--- src/rtl/spectrum_readout.sv ---
// spectrum_readout: sequences the read-out of accumulated power spectra from
// the spectrum RAM, one range bin at a time, and streams each bin as a gapped,
// address-tagged burst to the peak detector.
//
// Optional build macro: SPEC_READOUT_CLEAR_EN. When it is defined, every
// location read is written back with zero READ_LAT cycles after its read, so
// the RAM starts empty for the next accumulation frame. When it is undefined,
// the write port is tied to zero. The read-out stream is the same in both
// builds.
//
// Ports:
//   clk, rst        system clock, synchronous active-high reset
//   start           one-cycle pulse: accumulation frame complete
//   num_rangebins   number of bins to read (0 = no-op), sampled at start
//   ram_rd_*        RAM read strobe/address {bin, point}; data READ_LAT later
//   ram_wr_*        RAM write port (read-clear), data always 0
//   data_valid_out  beat qualifier for D_out / D_addr / RangBin_counts
//   D_out, D_addr   spectrum word and its point address
//   RangBin_counts  1-based bin index of the current beat, 0 when idle
//   busy            read-out in progress (through the done cycle)
//   done            one-cycle pulse after the last beat
module spectrum_readout #(
  parameter int unsigned ADDR_W   = 10,
  parameter int unsigned DATA_W   = 32,
  parameter int unsigned RB_W     = 5,
  parameter int unsigned READ_LAT = 2,
  parameter int unsigned GAP      = 4
) (
  input  logic                   clk,
  input  logic                   rst,
  input  logic                   start,
  input  logic [RB_W-1:0]        num_rangebins,
  output logic                   ram_rd_en,
  output logic [RB_W+ADDR_W-1:0] ram_rd_addr,
  input  logic [DATA_W-1:0]      ram_rd_data,
  output logic                   ram_wr_en,
  output logic [RB_W+ADDR_W-1:0] ram_wr_addr,
  output logic [DATA_W-1:0]      ram_wr_data,
  output logic                   data_valid_out,
  output logic [DATA_W-1:0]      D_out,
  output logic [ADDR_W-1:0]      D_addr,
  output logic [RB_W-1:0]        RangBin_counts,
  output logic                   busy,
  output logic                   done
);

  localparam logic [1:0] StIdle = 2'd0;
  localparam logic [1:0] StRead = 2'd1;
  localparam logic [1:0] StGap  = 2'd2;

  localparam int unsigned GapW  = (GAP > 1) ? $clog2(GAP) : 1;
  // One stage per cycle of RAM latency plus the D_out register stage.
  localparam int unsigned Depth = READ_LAT + 1;

  logic [1:0]        state_q, state_d;
  logic [RB_W-1:0]   bin_q, bin_d;
  logic [RB_W-1:0]   nbins_q, nbins_d;
  logic [ADDR_W-1:0] addr_q, addr_d;
  logic [GapW-1:0]   gap_q, gap_d;
  logic              busy_q, busy_d;
  logic              done_q, done_d;
  logic [DATA_W-1:0] dout_q, dout_d;

  logic              tag_v_q    [Depth];
  logic [RB_W-1:0]   tag_bin_q  [Depth];
  logic [ADDR_W-1:0] tag_addr_q [Depth];
  logic              tag_last_q [Depth];

  logic accept;
  logic last_rd;

  // busy covers the tail of the tag pipeline too, so a new frame can only
  // start once the previous one has fully drained.
  assign accept  = start & ~busy_q;
  assign last_rd = ram_rd_en && (bin_q == nbins_q - RB_W'(1)) && (&addr_q);

  always_comb begin
    state_d = state_q;
    bin_d   = bin_q;
    nbins_d = nbins_q;
    addr_d  = addr_q;
    gap_d   = gap_q;
    unique case (state_q)
      StIdle: begin
        if (accept && (num_rangebins != '0)) begin
          state_d = StRead;
          bin_d   = '0;
          addr_d  = '0;
          nbins_d = num_rangebins;
        end
      end
      StRead: begin
        addr_d = addr_q + ADDR_W'(1);
        if (&addr_q) begin
          state_d = StGap;
          gap_d   = '0;
        end
      end
      StGap: begin
        if (gap_q == GapW'(GAP - 1)) begin
          if (bin_q == nbins_q - RB_W'(1)) begin
            state_d = StIdle;
          end else begin
            state_d = StRead;
            bin_d   = bin_q + RB_W'(1);
            addr_d  = '0;
          end
        end else begin
          gap_d = gap_q + GapW'(1);
        end
      end
      default: state_d = StIdle;
    endcase
  end

  always_comb begin
    done_d = (accept && (num_rangebins == '0)) ||
             (tag_v_q[READ_LAT] && tag_last_q[READ_LAT]);
    if (accept && (num_rangebins != '0)) begin
      busy_d = 1'b1;
    end else if (done_q) begin
      busy_d = 1'b0;
    end else begin
      busy_d = busy_q;
    end
    // Capture RAM data in the cycle its tag reaches the second-to-last stage.
    dout_d = tag_v_q[READ_LAT-1] ? ram_rd_data : '0;
  end

  always_ff @(posedge clk) begin
    if (rst) begin
      state_q <= StIdle;
      bin_q   <= '0;
      nbins_q <= '0;
      addr_q  <= '0;
      gap_q   <= '0;
      busy_q  <= 1'b0;
      done_q  <= 1'b0;
      dout_q  <= '0;
    end else begin
      state_q <= state_d;
      bin_q   <= bin_d;
      nbins_q <= nbins_d;
      addr_q  <= addr_d;
      gap_q   <= gap_d;
      busy_q  <= busy_d;
      done_q  <= done_d;
      dout_q  <= dout_d;
    end
  end

  // Tag pipeline; tags of idle slots are kept at zero so outputs read zero.
  always_ff @(posedge clk) begin
    if (rst) begin
      for (int k = 0; k < Depth; k++) begin
        tag_v_q[k]    <= 1'b0;
        tag_bin_q[k]  <= '0;
        tag_addr_q[k] <= '0;
        tag_last_q[k] <= 1'b0;
      end
    end else begin
      tag_v_q[0]    <= ram_rd_en;
      tag_bin_q[0]  <= ram_rd_en ? bin_q : '0;
      tag_addr_q[0] <= ram_rd_en ? addr_q : '0;
      tag_last_q[0] <= last_rd;
      for (int k = 1; k < Depth; k++) begin
        tag_v_q[k]    <= tag_v_q[k-1];
        tag_bin_q[k]  <= tag_bin_q[k-1];
        tag_addr_q[k] <= tag_addr_q[k-1];
        tag_last_q[k] <= tag_last_q[k-1];
      end
    end
  end

  assign ram_rd_en      = (state_q == StRead);
  assign ram_rd_addr    = ram_rd_en ? {bin_q, addr_q} : '0;
  assign data_valid_out = tag_v_q[READ_LAT];
  assign D_out          = dout_q;
  assign D_addr         = tag_addr_q[READ_LAT];
  assign RangBin_counts = tag_v_q[READ_LAT] ? tag_bin_q[READ_LAT] + RB_W'(1) : '0;
  assign busy           = busy_q;
  assign done           = done_q;

`ifdef SPEC_READOUT_CLEAR_EN
  // A tag sits in stage READ_LAT-1 exactly READ_LAT cycles after its read.
  assign ram_wr_en   = tag_v_q[READ_LAT-1];
  assign ram_wr_addr = {tag_bin_q[READ_LAT-1], tag_addr_q[READ_LAT-1]};
  assign ram_wr_data = '0;
`else
  assign ram_wr_en   = 1'b0;
  assign ram_wr_addr = '0;
  assign ram_wr_data = '0;
`endif

endmodule

--- config.mk ---
export PLATFORM = sky130hd
export DESIGN_NAME = spectrum_readout
export DESIGN_NICKNAME = d
export VERILOG_FILES = /design/src/rtl/spectrum_readout.sv
export SDC_FILE = /design/constraint.sdc
export NUM_CORES = 1
export LEC_CHECK = 0
export BUFFER_PORTS_ARGS = -buffer_cell sky130_fd_sc_hd__buf_2
export CAP_MARGIN = 10
export CORE_ASPECT_RATIO = 1.2
export CORE_UTILIZATION = 49
export CTS_CLUSTER_SIZE = 25
export DETAILED_ROUTE_END_ITERATION = 10
export MAX_ROUTING_LAYER = met4
export PLACE_DENSITY = 0.91
export SYNTH_ARGS = -nofsm -noshare
export SYNTH_HDL_FRONTEND = slang
export SYNTH_SLANG_ARGS = --single-unit
--- constraint.sdc ---
create_clock -name clk -period 2.25 [get_ports clk]
set_clock_uncertainty 0.2 [all_clocks]
set_input_delay 0 -clock clk [delete_from_list [all_inputs] [get_ports clk]]
set_output_delay 0 -clock clk [all_outputs]
set_load 0.02 [all_outputs]
==> flow_summary_export.csv <==
group,metric,value,unit
detailed_routing,drtAntennaViolNets,0,
grt,grt_usage,19.2,%
job,maxCapViolCount,0,
yosys,syn_area_per_cell,10.1,um^2
yosys,synth_area,4330,um^2
layout,fin_nets,614,
min_path,min-delay-start,"ram_rd_data[24]",
timing,layout_min_cycle_time,2.16,ns
worst_setup_path,reg2reg_from,"nbins_q[0]",
worst_setup_path,crit_buf_inv,2,
worst_setup_path,cp.depth,8,
min_path,hold_path.class,"input port to flop",
detailed_routing,routed_via_density,4.55,
worst_setup_path,crit_arrival,2.29,ns
worst_setup_path,r2r_slack,0.09,ns
worst_setup_path,slowest_stage,"a211oi_4",
timing,slew_headroom,38.0,%
worst_setup_path,start_kind,"flop",
layout,n_fill_cell,683,
power,p_leak,0.00249,uW
worst_setup_path,crit_type,"flop to flop",
min_path,holdPathEnd,"D_out[24]",
worst_setup_path,cpPeakStageDelay,0.39,ns
floorplanning,initial_core_util,50.5,%
min_path,hold_depth,3,
layout,syn_to_final_growth,24.2,%
layout,drive_gt1_share,26.3,%
timing,tightest_slew,0.926,ns
yosys,yosysTopAreaCellShare,50.4,%
outcome,status,"complete, no violations",
timing,finalMaxSlewViolations,0,
worst_setup_path,cp_cell_sequence,"inv_1 > ha_1 > xnor2_1 > a211oi_2 > buf_4 > o311ai_4 > a211oi_4 > mux2_4",
power,power_density,667,nW/um^2
worst_setup_path,r2r-end,"addr_q[0]",
detailed_routing,wl_per_cell,12.6,um
worst_setup_path,r2r_cells,8,
worst_setup_path,cp_max_fo,6,
yosys,synth.distinct_cells,57,
detailed_routing,drtIter0Drc,81,
yosys,synth_top_area_cell,"dfxtp_1",
timing,tns,0,ns
clock_network,cts.clk_slew.worst_paths,0.13,ns
grt,grt_pass1_vias,2902,
floorplanning,fp-row-count,37,
clock_network,tritoncts.num_buffers,9,
floorplanning,die_y,105,um
worst_setup_path,cp_top_family,"compound AO/OA/AOI/OAI gates",
clock_network,clk_latency,0.38,ns
grt,overflow,0,
floorplanning,fp.dieW,87.8,um
place,port_buffers,105,
grt,antenna_found_initial,0,
layout,n_antenna_cell,0,
grt,grt_max_degree,34,
place,place_inst,635,
timing,setup_viol,0,
floorplanning,num_io_pins,154,
yosys,yosysWarnings,0,
yosys,synthCells,430,
timing,rsz0062_at_grt,"false",
clock_network,cts_root_buffer,"clkbuf_8",
yosys,synthFlopType,"dfxtp_1",
detailed_routing,drt_wl_total,8710,um
clock_network,cts_buffer_depth,2,
power,vdd_ir_drop_max,0.350,mV
layout,multi_input_area,1800,um^2
floorplanning,fp.dieArea,9210,um^2
clock_network,clock_sinks,109,
yosys,ys_seq_area_share,50.4,%
yosys,async_flop_share,0,%
yosys,yosys-top-cells-area,"dfxtp_1, buf_4, and2_1, nor2b_1, nor2_1",
layout,finalNonFillerCells,691,
clock_network,tritoncts,"built",
layout,seqCellArea,2180,um^2
place,finalWeightedCongestion,0.839,
yosys,synth_enable_flop_cells,0,
detailed_routing,dr.pass1.iters,4,
timing,hold_viol_final,0,
clock_network,ctsHtreeMaxLevel,3,
detailed_routing,drc,0,
yosys,synth-seq-cells,109,
timing,max_freq,0.464,GHz
detailed_routing,vias,3147,
worst_setup_path,cp-end-kind,"flop",
place,place.detailed.hpwl,5710,um
timing,post-route-period-util,95.8,%
grt,grt_pass1_wl,13400,um
floorplanning,core_area,8560,um^2
worst_setup_path,critPathRequiredTime,2.39,ns
-- through the flow --
stage	hold WS [ns]	utilization [%]	instance area (um^2)	total power (uW)	worst slack [ns]
6_report	0.155	62.8	5380	3590	0.0948
5_1_grt	0.156	62.8	5380	3720	0.00216
4_1_cts	0.141	62.5	5350	3590	0.00844
3_5_place_dp	0.00232	55.4	4740	2300	0.0319
3_3_place_gp	-0.000456	55.4	4740	2290	0.108
2_1_floorplan	-0.0783	-	4500	2280	0.206
-- cells in the final DEF, fill, tap and decap left out, types with 2 or more instances in the layout --
cell type        n
conb_1          48
and2_2           2
buf_2          105
nor2_1          22
o21ai_0          6
inv_1            7
clkbuf_8         9
dlygate4sd3_1   39
nor3_1           6
ha_1             5
a22o_1           4
inv_8            3
inv_2            3
xnor2_1          8
buf_4           10
dfxtp_1        108
inv_12           3
xor2_1           3
nand2_1         12
a211oi_1         6
a21oi_1         11
a31oi_1          3
and3_1           5
nand4_1          4
or2b_1           3
and2_1          57
nor2b_1         36
o22ai_1          4
nand2b_1         3
nand3_1          8
-- timing repair --
action	4_1_cts	5_1_grt
gates resized for setup	0	3
hold buffers	39	0
endpoints found under the hold margin	52	0
endpoints found under the setup margin	0	7
setup buffers	0	1
-- logic make-up (layout without fill, tap and decap cells) --
logic type	after synthesis	count (layout)	share of synthesized area, %
muxes	2	2	0.491
and+or+nand+nor	168	168	22.5
xor gates and xnor gates	12	12	2.86
adders and majority gates	5	5	1.45
other	1	48	0.0866
DFF	109	109	50.4
AOI/OAI and AO/OA	50	50	9.66
buffers and inverters	83	180	12.5
-- layout make-up --
class	instances	share of cell area, %
tap	117	2.72
inverter	10	0.698
sequential	109	40.6
clock buffer	9	2.30
clock inverter	7	1.84
timing repair buffer	154	18.4
multi-input combinational	285	33.4
-- worst max-delay path by stage --
stage                     from         to  slack (ns)
floorplan           nbins_q[0]  addr_q[7]        0.21
global placement    nbins_q[0]  addr_q[9]        0.11
detailed placement  nbins_q[0]  addr_q[4]        0.03
CTS                 nbins_q[0]  addr_q[0]       0.008
global route        nbins_q[0]  addr_q[0]       0.002
finish              nbins_q[0]  addr_q[0]        0.09
-- registers in the layout (all words and copies together), names as in the netlist --
signal	cells
gap_q	2
busy	1
tag_bin_q	15
tag_v_q	3
done	1
nbins_q	5
state_q	2
tag_addr_q	30
tag_last_q	3
addr_q	10
D_out	32
bin_q	5
-- where the power goes --
part	internal [uW]	switching [uW]
sequential	1950	20.5
clock	480	781
combinational	140	213
total	2570	1010
-- worst min-delay path, stage by stage --
cell           delay [ns]
dlygate4sd3_1        0.51
buf_2                0.09
and2_1               0.10
-- per-layer routing --
| metal | global-route usage, % | up-vias | routed length [um] |
|---|---|---|---|
| met2 | 33.7 | 124 | 4550 |
| met5 | - | - | 0 |
| met1 | 20.7 | 1436 | 3420 |
| met3 | 4.11 | 16 | 589 |
| li1 | - | 1571 | - |
| met4 | 7.73 | 0 | 150 |
-- cells in the mapped netlist, types with 5 or more instances --
master,instances
o21ai_0,6
nand2_1,12
nor2_1,22
buf_4,59
dfxtp_1,109
and2_1,57
nor3_1,6
a21oi_1,11
inv_1,7
and3_1,5
nand3_1,8
nor2b_1,37
xnor2_1,8
ha_1,5
a211oi_1,6
clkbuf_1,10
Note: power is estimated with default switching activity, not from simulation.
